File: config.mk
export PLATFORM = sky130hd
export DESIGN_NAME = home_event_arbiter_flat
export DESIGN_NICKNAME = d
export VERILOG_FILES = /design/src/rtl/home_event_arbiter_pkg.sv /design/src/rtl/home_event_arbiter_if.sv /design/src/rtl/home_event_arbiter_rr_pick6.sv /design/src/rtl/home_event_arbiter.sv /design/src/flat_wrapper.sv
export SDC_FILE = /design/constraint.sdc
export NUM_CORES = 1
export LEC_CHECK = 0
export ABC_CLOCK_PERIOD_IN_PS = 9500
export BUFFER_PORTS_ARGS = -buffer_cell sky130_fd_sc_hd__buf_2
export CAP_MARGIN = 25
export CORE_MARGIN = 2
export CORE_UTILIZATION = 45
export CTS_BUF_LIST = sky130_fd_sc_hd__clkbuf_4
export DETAILED_ROUTE_END_ITERATION = 10
export SYNTH_ARGS = -nofsm -noshare
export SYNTH_HDL_FRONTEND = slang
export SYNTH_SLANG_ARGS = --single-unit
export TNS_END_PERCENT = 100
File: constraint.sdc
create_clock -name clk -period 9.5 [get_ports clk]
set_input_delay 1.425 -clock clk [delete_from_list [all_inputs] [get_ports clk]]
set_output_delay 1.425 -clock clk [all_outputs]
set_load 0.02 [all_outputs]
File: src/rtl/home_event_arbiter_pkg.sv
// Shared encodings for the home event arbiter: FSM states, channel indices, display codes.
// No logic or latency of its own.
// Not applicable: this package carries no flow control.
package home_pkg;

    typedef enum logic [1:0] {
        ST_IDLE  = 2'd0,
        ST_GRANT = 2'd1,
        ST_GUARD = 2'd2
    } state_t;

    localparam int NUM_CH = 6;

    localparam logic [2:0] CH_FD   = 3'd0;
    localparam logic [2:0] CH_RD   = 3'd1;
    localparam logic [2:0] CH_FA   = 3'd2;
    localparam logic [2:0] CH_W    = 3'd3;
    localparam logic [2:0] CH_HEAT = 3'd4;
    localparam logic [2:0] CH_COOL = 3'd5;

    // Display codes follow the home-automation FSM state codes.
    localparam logic [2:0] DISP_IDLE = 3'd0;
    localparam logic [2:0] DISP_FD   = 3'd1;
    localparam logic [2:0] DISP_RD   = 3'd2;
    localparam logic [2:0] DISP_FA   = 3'd3;
    localparam logic [2:0] DISP_W    = 3'd4;
    localparam logic [2:0] DISP_HEAT = 3'd5;
    localparam logic [2:0] DISP_COOL = 3'd6;

    function automatic logic [NUM_CH-1:0] ch_onehot(input logic [2:0] ch);
        return 6'b000001 << ch;
    endfunction

    function automatic logic [2:0] ch_disp(input logic [2:0] ch);
        return ch + 3'd1;
    endfunction

endpackage

File: src/rtl/home_event_arbiter_if.sv
// Sensor/temperature inputs and actuator/display outputs of the home event arbiter.
// Pure wiring, zero latency.
// No backpressure: inputs are levels, outputs are registered levels.
interface home_event_arbiter_if;
    logic [3:0] sensors;
    logic [5:0] temp;
    logic [5:0] grant;
    logic [2:0] display;
    logic [5:0] pending;
    logic       busy;

    modport master (
        output sensors, temp,
        input  grant, display, pending, busy
    );

    modport slave (
        input  sensors, temp,
        output grant, display, pending, busy
    );
endinterface

File: src/rtl/home_event_arbiter_rr_pick6.sv
// Six-channel picker: fire wins outright, the rest round-robin starting after rr_ptr.
// Purely combinational, zero latency.
// No backpressure; caller decides when the pick is consumed.
module rr_pick6
    import home_pkg::*;
(
    input  logic [NUM_CH-1:0] pending,
    input  logic [2:0]        rr_ptr,
    output logic [2:0]        sel,
    output logic              valid
);

    logic [3:0] idx;

    always_comb begin
        sel   = CH_FD;
        valid = 1'b0;
        idx   = 4'd0;
        if (pending[CH_FA]) begin
            sel   = CH_FA;
            valid = 1'b1;
        end else begin
            // Walk rr_ptr+1 .. rr_ptr+6 modulo 6; the first hit wins.
            for (int i = 1; i <= NUM_CH; i++) begin
                idx = {1'b0, rr_ptr} + 4'(i);
                if (idx >= 4'd6) begin
                    idx = idx - 4'd6;
                end
                if (!valid && (idx[2:0] != CH_FA) && pending[idx[2:0]]) begin
                    sel   = idx[2:0];
                    valid = 1'b1;
                end
            end
        end
    end

endmodule

File: src/rtl/home_event_arbiter.sv
// Latches sensor/temperature rising edges and grants one actuator at a time (dwell + guard).
// Rise-to-pending 1 cycle, pending-to-grant 1 more from IDLE; fire preempts in 1 cycle.
// No backpressure: events stay pending until served, repeated rises while pending merge.
module home_event_arbiter
    import home_pkg::*;
#(
    parameter int DWELL = 16,
    parameter int GUARD = 4
) (
    input  logic                 clk,
    input  logic                 rst,
    home_event_arbiter_if.slave  bus
);

    localparam logic [7:0] DWELL_LD = 8'(DWELL - 1);
    localparam logic [7:0] GUARD_LD = (GUARD == 0) ? 8'd0 : 8'(GUARD - 1);
    localparam bit         NO_GUARD = (GUARD == 0);

    state_t            state;
    logic [7:0]        cnt;
    logic [2:0]        sel_q;
    logic [2:0]        rr_ptr;
    logic [NUM_CH-1:0] prev_req;
    logic [NUM_CH-1:0] pending_q;
    logic [NUM_CH-1:0] grant_q;
    logic [2:0]        disp_q;
    logic              busy_q;

    logic [NUM_CH-1:0] req;
    logic [NUM_CH-1:0] rise;
    logic [2:0]        pick_sel;
    logic              pick_vld;
    logic              preempt;
    logic              dwell_done;
    logic              do_grant;
    logic [2:0]        grant_ch;
    logic [NUM_CH-1:0] repend;
    logic [NUM_CH-1:0] set_mask;
    logic [NUM_CH-1:0] clr;

    // Heat and cool requests are exclusive because they decode disjoint temp ranges.
    assign req  = {bus.temp[5], (bus.temp[5:4] == 2'b00), bus.sensors};
    assign rise = req & ~prev_req;

    rr_pick6 u_pick (
        .pending (pending_q),
        .rr_ptr  (rr_ptr),
        .sel     (pick_sel),
        .valid   (pick_vld)
    );

    always_comb begin
        preempt    = rise[CH_FA] &&
                     (((state == ST_GRANT) && (sel_q != CH_FA)) || (state == ST_GUARD));
        dwell_done = (state == ST_GRANT) && (cnt == 8'd0);
        do_grant   = preempt || (pick_vld && ((state == ST_IDLE) || (dwell_done && NO_GUARD)));
        grant_ch   = preempt ? CH_FA : pick_sel;
        // An interrupted grant goes back into the pending set to be served in full later.
        repend     = (preempt && (state == ST_GRANT) && (cnt != 8'd0)) ? ch_onehot(sel_q) : '0;
        // A preempting fire rise is consumed by the grant itself, not left pending.
        set_mask   = preempt ? (rise & ~ch_onehot(CH_FA)) : rise;
        clr        = do_grant ? ch_onehot(grant_ch) : '0;
    end

    always_ff @(posedge clk) begin
        if (rst) begin
            state     <= ST_IDLE;
            cnt       <= 8'd0;
            sel_q     <= CH_FD;
            rr_ptr    <= CH_COOL;
            prev_req  <= '0;
            pending_q <= '0;
            grant_q   <= '0;
            disp_q    <= DISP_IDLE;
            busy_q    <= 1'b0;
        end else begin
            prev_req  <= req;
            pending_q <= (pending_q & ~clr) | repend | set_mask;
            if (do_grant) begin
                state   <= ST_GRANT;
                cnt     <= DWELL_LD;
                sel_q   <= grant_ch;
                grant_q <= ch_onehot(grant_ch);
                disp_q  <= ch_disp(grant_ch);
                busy_q  <= 1'b1;
                if (grant_ch != CH_FA) begin
                    rr_ptr <= grant_ch;
                end
            end else begin
                case (state)
                    ST_GRANT: begin
                        if (cnt == 8'd0) begin
                            grant_q <= '0;
                            disp_q  <= DISP_IDLE;
                            if (NO_GUARD) begin
                                state  <= ST_IDLE;
                                busy_q <= 1'b0;
                            end else begin
                                state  <= ST_GUARD;
                                cnt    <= GUARD_LD;
                                busy_q <= 1'b1;
                            end
                        end else begin
                            cnt <= cnt - 8'd1;
                        end
                    end
                    ST_GUARD: begin
                        if (cnt == 8'd0) begin
                            state  <= ST_IDLE;
                            busy_q <= 1'b0;
                        end else begin
                            cnt <= cnt - 8'd1;
                        end
                    end
                    default: begin
                    end
                endcase
            end
        end
    end

    assign bus.grant   = grant_q;
    assign bus.display = disp_q;
    assign bus.pending = pending_q;
    assign bus.busy    = busy_q;

endmodule

File: src/flat_wrapper.sv
// flat-port wrapper written by rule: the top's interface ports become plain ports
module home_event_arbiter_flat import home_pkg::*;
#(
    parameter int DWELL = 16,
    parameter int GUARD = 4
)
  (clk, rst, bus_sensors, bus_temp, bus_grant, bus_display, bus_pending, bus_busy);
  home_event_arbiter_if bus_i ();
  input  logic clk;
  input  logic rst;
  input wire logic [$bits(bus_i.sensors)-1:0] bus_sensors;
  input wire logic [$bits(bus_i.temp)-1:0] bus_temp;
  output wire logic [$bits(bus_i.grant)-1:0] bus_grant;
  output wire logic [$bits(bus_i.display)-1:0] bus_display;
  output wire logic [$bits(bus_i.pending)-1:0] bus_pending;
  output wire logic [$bits(bus_i.busy)-1:0] bus_busy;
  assign bus_i.sensors = bus_sensors;
  assign bus_i.temp = bus_temp;
  assign bus_grant = bus_i.grant;
  assign bus_display = bus_i.display;
  assign bus_pending = bus_i.pending;
  assign bus_busy = bus_i.busy;
  home_event_arbiter #(.DWELL(DWELL), .GUARD(GUARD)) u_core (.clk(clk), .rst(rst), .bus(bus_i));
endmodule
Word level (Yosys, flattened, before mapping)
Cells that the tools add are included.
{"block": "classes", "add_sub_neg": 14, "order_cmp": 12, "n_eq_ne": 16, "n_shift": 2, "n_mux": 65, "bitwise": 6, "n_reduce_logical": 38}
{"operator": "$mux 3", "count": 24}
{"operator": "$ne 3x2->1 const B", "count": 11}
{"operator": "$mux 6", "count": 5}
{"operator": "$ge 4x3->1 const B", "count": 6}
{"operator": "$lt 3x4->1 const B", "count": 6}
{"operator": "$mux 1", "count": 22}
{"operator": "$bmux 1 s3", "count": 6}
{"operator": "$sub 3x3->3 const B", "count": 6}
{"operator": "$logic_and 1x1->1", "count": 16}
{"operator": "$mux 8", "count": 2}
{"operator": "$pmux 8 s2", "count": 1}
{"operator": "$add 3x3->4 const B", "count": 3}
{"operator": "$and 6x6->6", "count": 2}
{"operator": "$not 6->6", "count": 2}
{"operator": "$or 6x6->6", "count": 2}
{"operator": "$shl 1x3->6 const A", "count": 2}
{"operator": "$add 3x2->4 const B", "count": 2}
{"operator": "$logic_not 8->1", "count": 1}
{"operator": "$reduce_and 2->1", "count": 4}
{"operator": "$reduce_bool 8->1", "count": 1}
{"operator": "$sub 8x1->8 const B", "count": 1}
{"operator": "$ne 2x2->1 const B", "count": 3}
{"operator": "$reduce_and 3->1", "count": 2}
{"operator": "$reduce_bool 2->1", "count": 3}
{"operator": "13 further kinds", "count": 20}
{"block": "word_totals", "register_bits": 38, "out_inout_bits": 16, "wordCells": 164}

Logic depth before layout (Yosys ltp)
{"block": "logic_depth", "word_depth": 41, "ltp_mapped": 17, "ltp_nobuf": 14}

Modules after synthesis
From an unflattened synthesis, not the netlist that was laid out.
{"block": "unflattened", "hier_cells": 337, "hier_area_um2": 2738.9}
{"module": "home_event_arbiter", "instances": 1, "cells_per_inst": 216, "area_per_inst_um2": 1874.3, "seq_area_each_um2": 760.7}
{"module": "rr_pick6", "instances": 1, "cells_per_inst": 121, "area_per_inst_um2": 864.6, "seq_area_each_um2": 0.0}

Least setup slack after synthesis
OpenSTA, ideal clock, no wires.
{"block": "synth_timing", "path_kind": "register to register", "start": "register u_core.rr_ptr[0]", "end": "register u_core.rr_ptr[0]", "setup_time_ps": 129, "arrival_time_ps": 3453, "slack_ps": 5918, "path_stages_with_launch": 17, "path_buffers": 3, "period_less_slack_ps": 3582, "path_cell_list": "dfxtp_1 -> buf_4 -> buf_6 -> inv_1 -> ha_1 -> buf_2 -> o21ba_2 -> a22o_1 -> a2111oi_0 -> a21oi_1 -> nor2_1 -> o21ai_0 -> a211oi_1 -> inv_1 -> ha_1 -> a21oi_1 -> o211ai_1"}
{"block": "synth_between", "elab_chain_len": 37, "elab_cells_between_ends": 88, "classes_between": "add/sub (12); order compare (6); eq/ne (7); mux (44); reduce/logical (19)"}
{"item": "from (decl)", "line": "home_event_arbiter.sv:22", "source": "logic [2:0] rr_ptr;"}
{"item": "from (signal assigned)", "line": "home_event_arbiter.sv:87", "source": "rr_ptr <= grant_ch;"}
{"item": "$add 3x1->4", "line": "home_event_arbiter_rr_pick6.sv:25", "source": "idx = {1'b0, rr_ptr} + 4'(i);"}
{"item": "$ge 4x3->1 or $sub 3x3->3 (tied branches)", "line": "home_event_arbiter_rr_pick6.sv:26, home_event_arbiter_rr_pick6.sv:27"}
{"item": "$mux 3", "line": "home_event_arbiter_rr_pick6.sv:26", "source": "if (idx >= 4'd6) begin"}
{"item": "$mux 3", "line": "home_event_arbiter_rr_pick6.sv:19", "source": "if (pending[CH_FA]) begin"}
{"item": "$bmux 1 s3", "line": "home_event_arbiter_rr_pick6.sv:29", "source": "if (!valid && (idx[2:0] != CH_FA) && pending[idx[2:0]]) begin"}
{"item": "$mux 1 (implied by the code)", "line": "home_event_arbiter_rr_pick6.sv:29"}
{"item": "$logic_and 1x1->1", "line": "home_event_arbiter_rr_pick6.sv:29"}
{"item": "$mux 1", "line": "home_event_arbiter_rr_pick6.sv:29"}
{"item": "[... 21 more ...]"}
{"item": "$logic_not 1->1", "line": "home_event_arbiter_rr_pick6.sv:29"}
{"item": "$logic_and 1x1->1 (2 in series)", "line": "home_event_arbiter_rr_pick6.sv:29"}
{"item": "$mux 3 *", "line": "home_event_arbiter_rr_pick6.sv:29"}
{"item": "$mux 3 *", "line": "home_event_arbiter_rr_pick6.sv:19"}
{"item": "$mux 3 *", "line": "home_event_arbiter.sv:57", "source": "grant_ch = preempt ? CH_FA : pick_sel;"}
{"item": "via u_core.grant_ch[0]", "line": "home_event_arbiter.sv:36", "source": "logic [2:0] grant_ch;"}
{"item": "$ne 3x2->1", "line": "home_event_arbiter.sv:86", "source": "if (grant_ch != CH_FA) begin"}
{"item": "$reduce_and 2->1 (no line)"}
The timed path passes the listed nets; every way through them passes the cells marked *. The select of a mux whose other input is x is not followed.
A chain may end at the register's enable or synchronous reset.

Final worst setup path
{"block": "layout_timing", "start": "register u_core.rr_ptr[0]", "end": "register u_core.pending_q[4], in the netlist u_core.bus.pending[4]"}
{"block": "layout_between", "elab_chain_len": 41, "elab_cells_between_ends": 92, "classes_between": "add/sub (12); order compare (6); eq/ne (6); shift (1); mux (45); bitwise (4); reduce/logical (18)"}
{"item": "$add 3x1->4", "line": "home_event_arbiter_rr_pick6.sv:25"}
{"item": "$ge 4x3->1 or $sub 3x3->3 (tied branches)", "line": "home_event_arbiter_rr_pick6.sv:26, home_event_arbiter_rr_pick6.sv:27"}
{"item": "$mux 3", "line": "home_event_arbiter_rr_pick6.sv:26"}
{"item": "$mux 3", "line": "home_event_arbiter_rr_pick6.sv:19"}
{"item": "$bmux 1 s3", "line": "home_event_arbiter_rr_pick6.sv:29"}
{"item": "$mux 1 (implied by the code)", "line": "home_event_arbiter_rr_pick6.sv:29"}
{"item": "$logic_and 1x1->1", "line": "home_event_arbiter_rr_pick6.sv:29"}
{"item": "$mux 1", "line": "home_event_arbiter_rr_pick6.sv:29"}
{"item": "[... 25 more ...]"}
{"item": "$mux 3 *", "line": "home_event_arbiter_rr_pick6.sv:19"}
{"item": "$mux 3 *", "line": "home_event_arbiter.sv:57"}
{"item": "via u_core.grant_ch[0]", "line": "home_event_arbiter.sv:36"}
{"item": "$shl 1x3->6 *", "line": "home_event_arbiter_pkg.sv:31", "source": "return 6'b000001 << ch;"}
{"item": "$mux 6 *", "line": "home_event_arbiter.sv:62", "source": "clr = do_grant ? ch_onehot(grant_ch) : '0;"}
{"item": "$not 6->6 *", "line": "home_event_arbiter.sv:78", "source": "pending_q <= (pending_q & ~clr) | repend | set_mask;"}
{"item": "$and 6x6->6 *", "line": "home_event_arbiter.sv:78"}
{"item": "$or 6x6->6 * (2 in series)", "line": "home_event_arbiter.sv:78"}
{"item": "to (signal assigned)", "line": "home_event_arbiter.sv:78"}
{"item": "to (decl)", "line": "home_event_arbiter.sv:24", "source": "logic [NUM_CH-1:0] pending_q;"}
Marked as above.

==> results.sh <==
export IMPL_synth_cells=329
export IMPL_drt_total_wl_microns=6100
export IMPL_rows=27
export IMPL_synth_edf_count=0
export IMPL_fillerInstances=565
export IMPL_finalHoldViolCount=0
export IMPL_grtUsageTotal_pct=19.9
export IMPL_initial_core_util_pct=47.4
export IMPL_htree_levels=2
export IMPL_ctsRootBufferMaster="clkbuf_4"
export IMPL_synthesis_area_sq_um=2660
export IMPL_routedWlPerCell_microns=14.6
export IMPL_vias=2368
export IMPL_grt_max_degree=36
export IMPL_holdBufCountCts=0
export IMPL_dr_pass1_iters=4
export IMPL_multi_input_area_sq_um=1720
export IMPL_fin_tns_setup_ns=0
export IMPL_maxSlewHeadroom_pct=40.7
export IMPL_syn2layout_area_growth_pct=9.37
export IMPL_yosysUniqueCellTypes=68
export IMPL_rsz0062_at_grt="no"
export IMPL_ios=28
export IMPL_critPathKind="register to register"
export IMPL_insertion_delay_ns=0.34
export IMPL_slew_violations=0
export IMPL_coreArea_sq_um=5610
export IMPL_ys_seq_area_share_pct=28.6
export IMPL_setup_viol=0
export IMPL_io_buffers=23
export IMPL_gp_congestion=0.898
export IMPL_layout_setup_ws_ns=4.57
export IMPL_place_inst=410
export IMPL_postCtsSetupRepairBufs=0
export IMPL_drt_iter0_drc=135
export IMPL_grt_pass1_vias=2163
export IMPL_cp_end_kind="register"
export IMPL_numCtsBuffers=5
export IMPL_diodes=0
export IMPL_grt_pass1_wl_microns=10300
export IMPL_clockBufferDepth=2
export IMPL_die_h_microns=80.9
export IMPL_period_needed_ns=4.93
export IMPL_crit_arrival_ns=5.20
export IMPL_pre_cts_ws_ns=4.65
export IMPL_final_cell_mix="dfxtp_1 (38), a21oi_1 (35), inv_1 (27)"
export IMPL_required_ns=9.77
export IMPL_timing_fmax_ghz=0.203
export IMPL_worstMarginPinSlew_ns=0.885
export IMPL_antenna_found_initial=0
export IMPL_final_common_cell="dfxtp_1"
export IMPL_overflow=0
export IMPL_final_core_util_pct=51.8
export IMPL_dp_hpwl_microns=4570
export IMPL_synth_fp_nets=362
export IMPL_drc_errors=0
export IMPL_avgViaCountPerCell=5.65
export IMPL_yosys_most_used_dff="dfxtp_1"
export IMPL_worst_setup_path_start_kind="register"
export IMPL_fin_skew_ns=0.00700
export IMPL_avgSynthCellArea_sq_um=8.08
export IMPL_instances_no_fill=419
export IMPL_drv_cap=0
export IMPL_drive_gt1_share_pct=13.3
export IMPL_clkSinkCount=38
export IMPL_path_max_fanout=21
export IMPL_num_nets_final=379
export IMPL_hold_path_class="register to register"
export IMPL_die_w_microns=80.9
export IMPL_min_period_over_period_pct=51.9
export IMPL_cts_resized=0
export IMPL_yosys_warnings=0
export IMPL_ys_ff_latch=38
export IMPL_clk_pin_slew_worst_paths_ns=0.12
export IMPL_drtAntennaViolNets=0
export IMPL_postSynth_asyncResetShare_pct=0
export IMPL_outcome="complete, no violations"
export IMPL_seq_area_sq_um=761
export IMPL_tritoncts="built"
export IMPL_die_area_sq_um=6540
-- registers in the layout, indices dropped and copies added (netlist names) --
name,flops
u_core.state,2
u_core.bus.grant,6
u_core.prev_req,6
u_core.cnt,8
u_core.rr_ptr,3
u_core.bus.busy,1
u_core.sel_q,3
u_core.bus.pending,6
u_core.bus.display,3
-- cells by family (layout without fill, tap and decap cells) --
logic type               after synthesis  in the layout  synth area share [%]
XOR/XNOR                              11             11                  3.63
adder cells (fa/ha/maj)               21             21                  9.89
multiplexers                           8              8                  3.48
AO/OA/AOI/OAI                         95             95                  25.0
buffers and inverters                 42             60                  6.69
flip-flops                            38             38                  28.6
AND/OR/NAND/NOR                      114            114                  22.7
-- metrics by stage --
stage	cell area (sq um)	hold slack [ns]
2_1_floorplan	2660	0.454
3_3_place_gp	2790	0.456
3_5_place_dp	2790	0.458
4_1_cts	2890	0.476
5_1_grt	2910	0.508
6_report	2910	0.474
-- per-layer routing --
| layer | GRT usage, % | wire, microns | vias up |
|---|---|---|---|
| li1 | - | - | 1219 |
| met4 | 5.42 | 74 | 0 |
| met2 | 31.7 | 2770 | 43 |
| met5 | 0 | 0 | - |
| met1 | 27.2 | 3060 | 1097 |
| met3 | 4.33 | 204 | 9 |
-- critical path, cell delays in order (launching register included) --
cell	delay, ns
dfxtp_1	0.87
inv_1	0.30
ha_1	0.71
nand4_1	0.19
a22o_1	0.30
a2111oi_0	0.40
a21oi_1	0.13
nor2_1	0.25
o21ai_0	0.12
a211oi_1	0.77
inv_1	0.15
ha_1	0.26
inv_1	0.14
o31ai_1	0.10
a21oi_1	0.17
-- synth_stat cells (all sizes together), types with 3 or more instances --
master,instances,area [sq um]
or3,5,31.3
inv,28,105
a211oi,4,35.0
o211ai,5,37.5
a21oi,36,184
and3,4,25.0
xnor2,8,70.1
buf,8,50.0
xor2,3,26.3
clkbuf,6,22.5
or2,3,18.8
mux2,4,52.6
ha,21,263
nor2,15,58.8
o31ai,6,45.0
dfxtp,38,761
a221oi,3,50.1
nand2,23,86.3
nor2b,8,50.1
nand2b,6,37.5
nor3,13,70.1
nand3,20,100
and2,6,40.0
o21ai,15,75.1
mux2i,4,40.0
-- worst paths after layout --
check                                         start               endpoint  slack (ns)  depth (start not counted)
worst min-delay path            u_core.bus.grant[1]    u_core.bus.grant[1]        0.47                          2
worst max register to register     u_core.rr_ptr[0]  u_core.bus.pending[4]        4.57                         14
worst max-delay path               u_core.rr_ptr[0]  u_core.bus.pending[4]        4.57                         14
worst min register to register  u_core.bus.grant[1]    u_core.bus.grant[1]        0.47                          2
-- area by class of cell --
class,count,share of cell area [%]
repair buffers,24,4.48
inverters,28,3.62
well taps,72,3.10
multi-input cells,249,59.1
clock buffers,5,1.29
clock inverters,3,2.20
flip-flops and latches,38,26.2
Power is not shown: default switching activity piles up to over one toggle a cycle in this logic, so the estimate is an artifact.
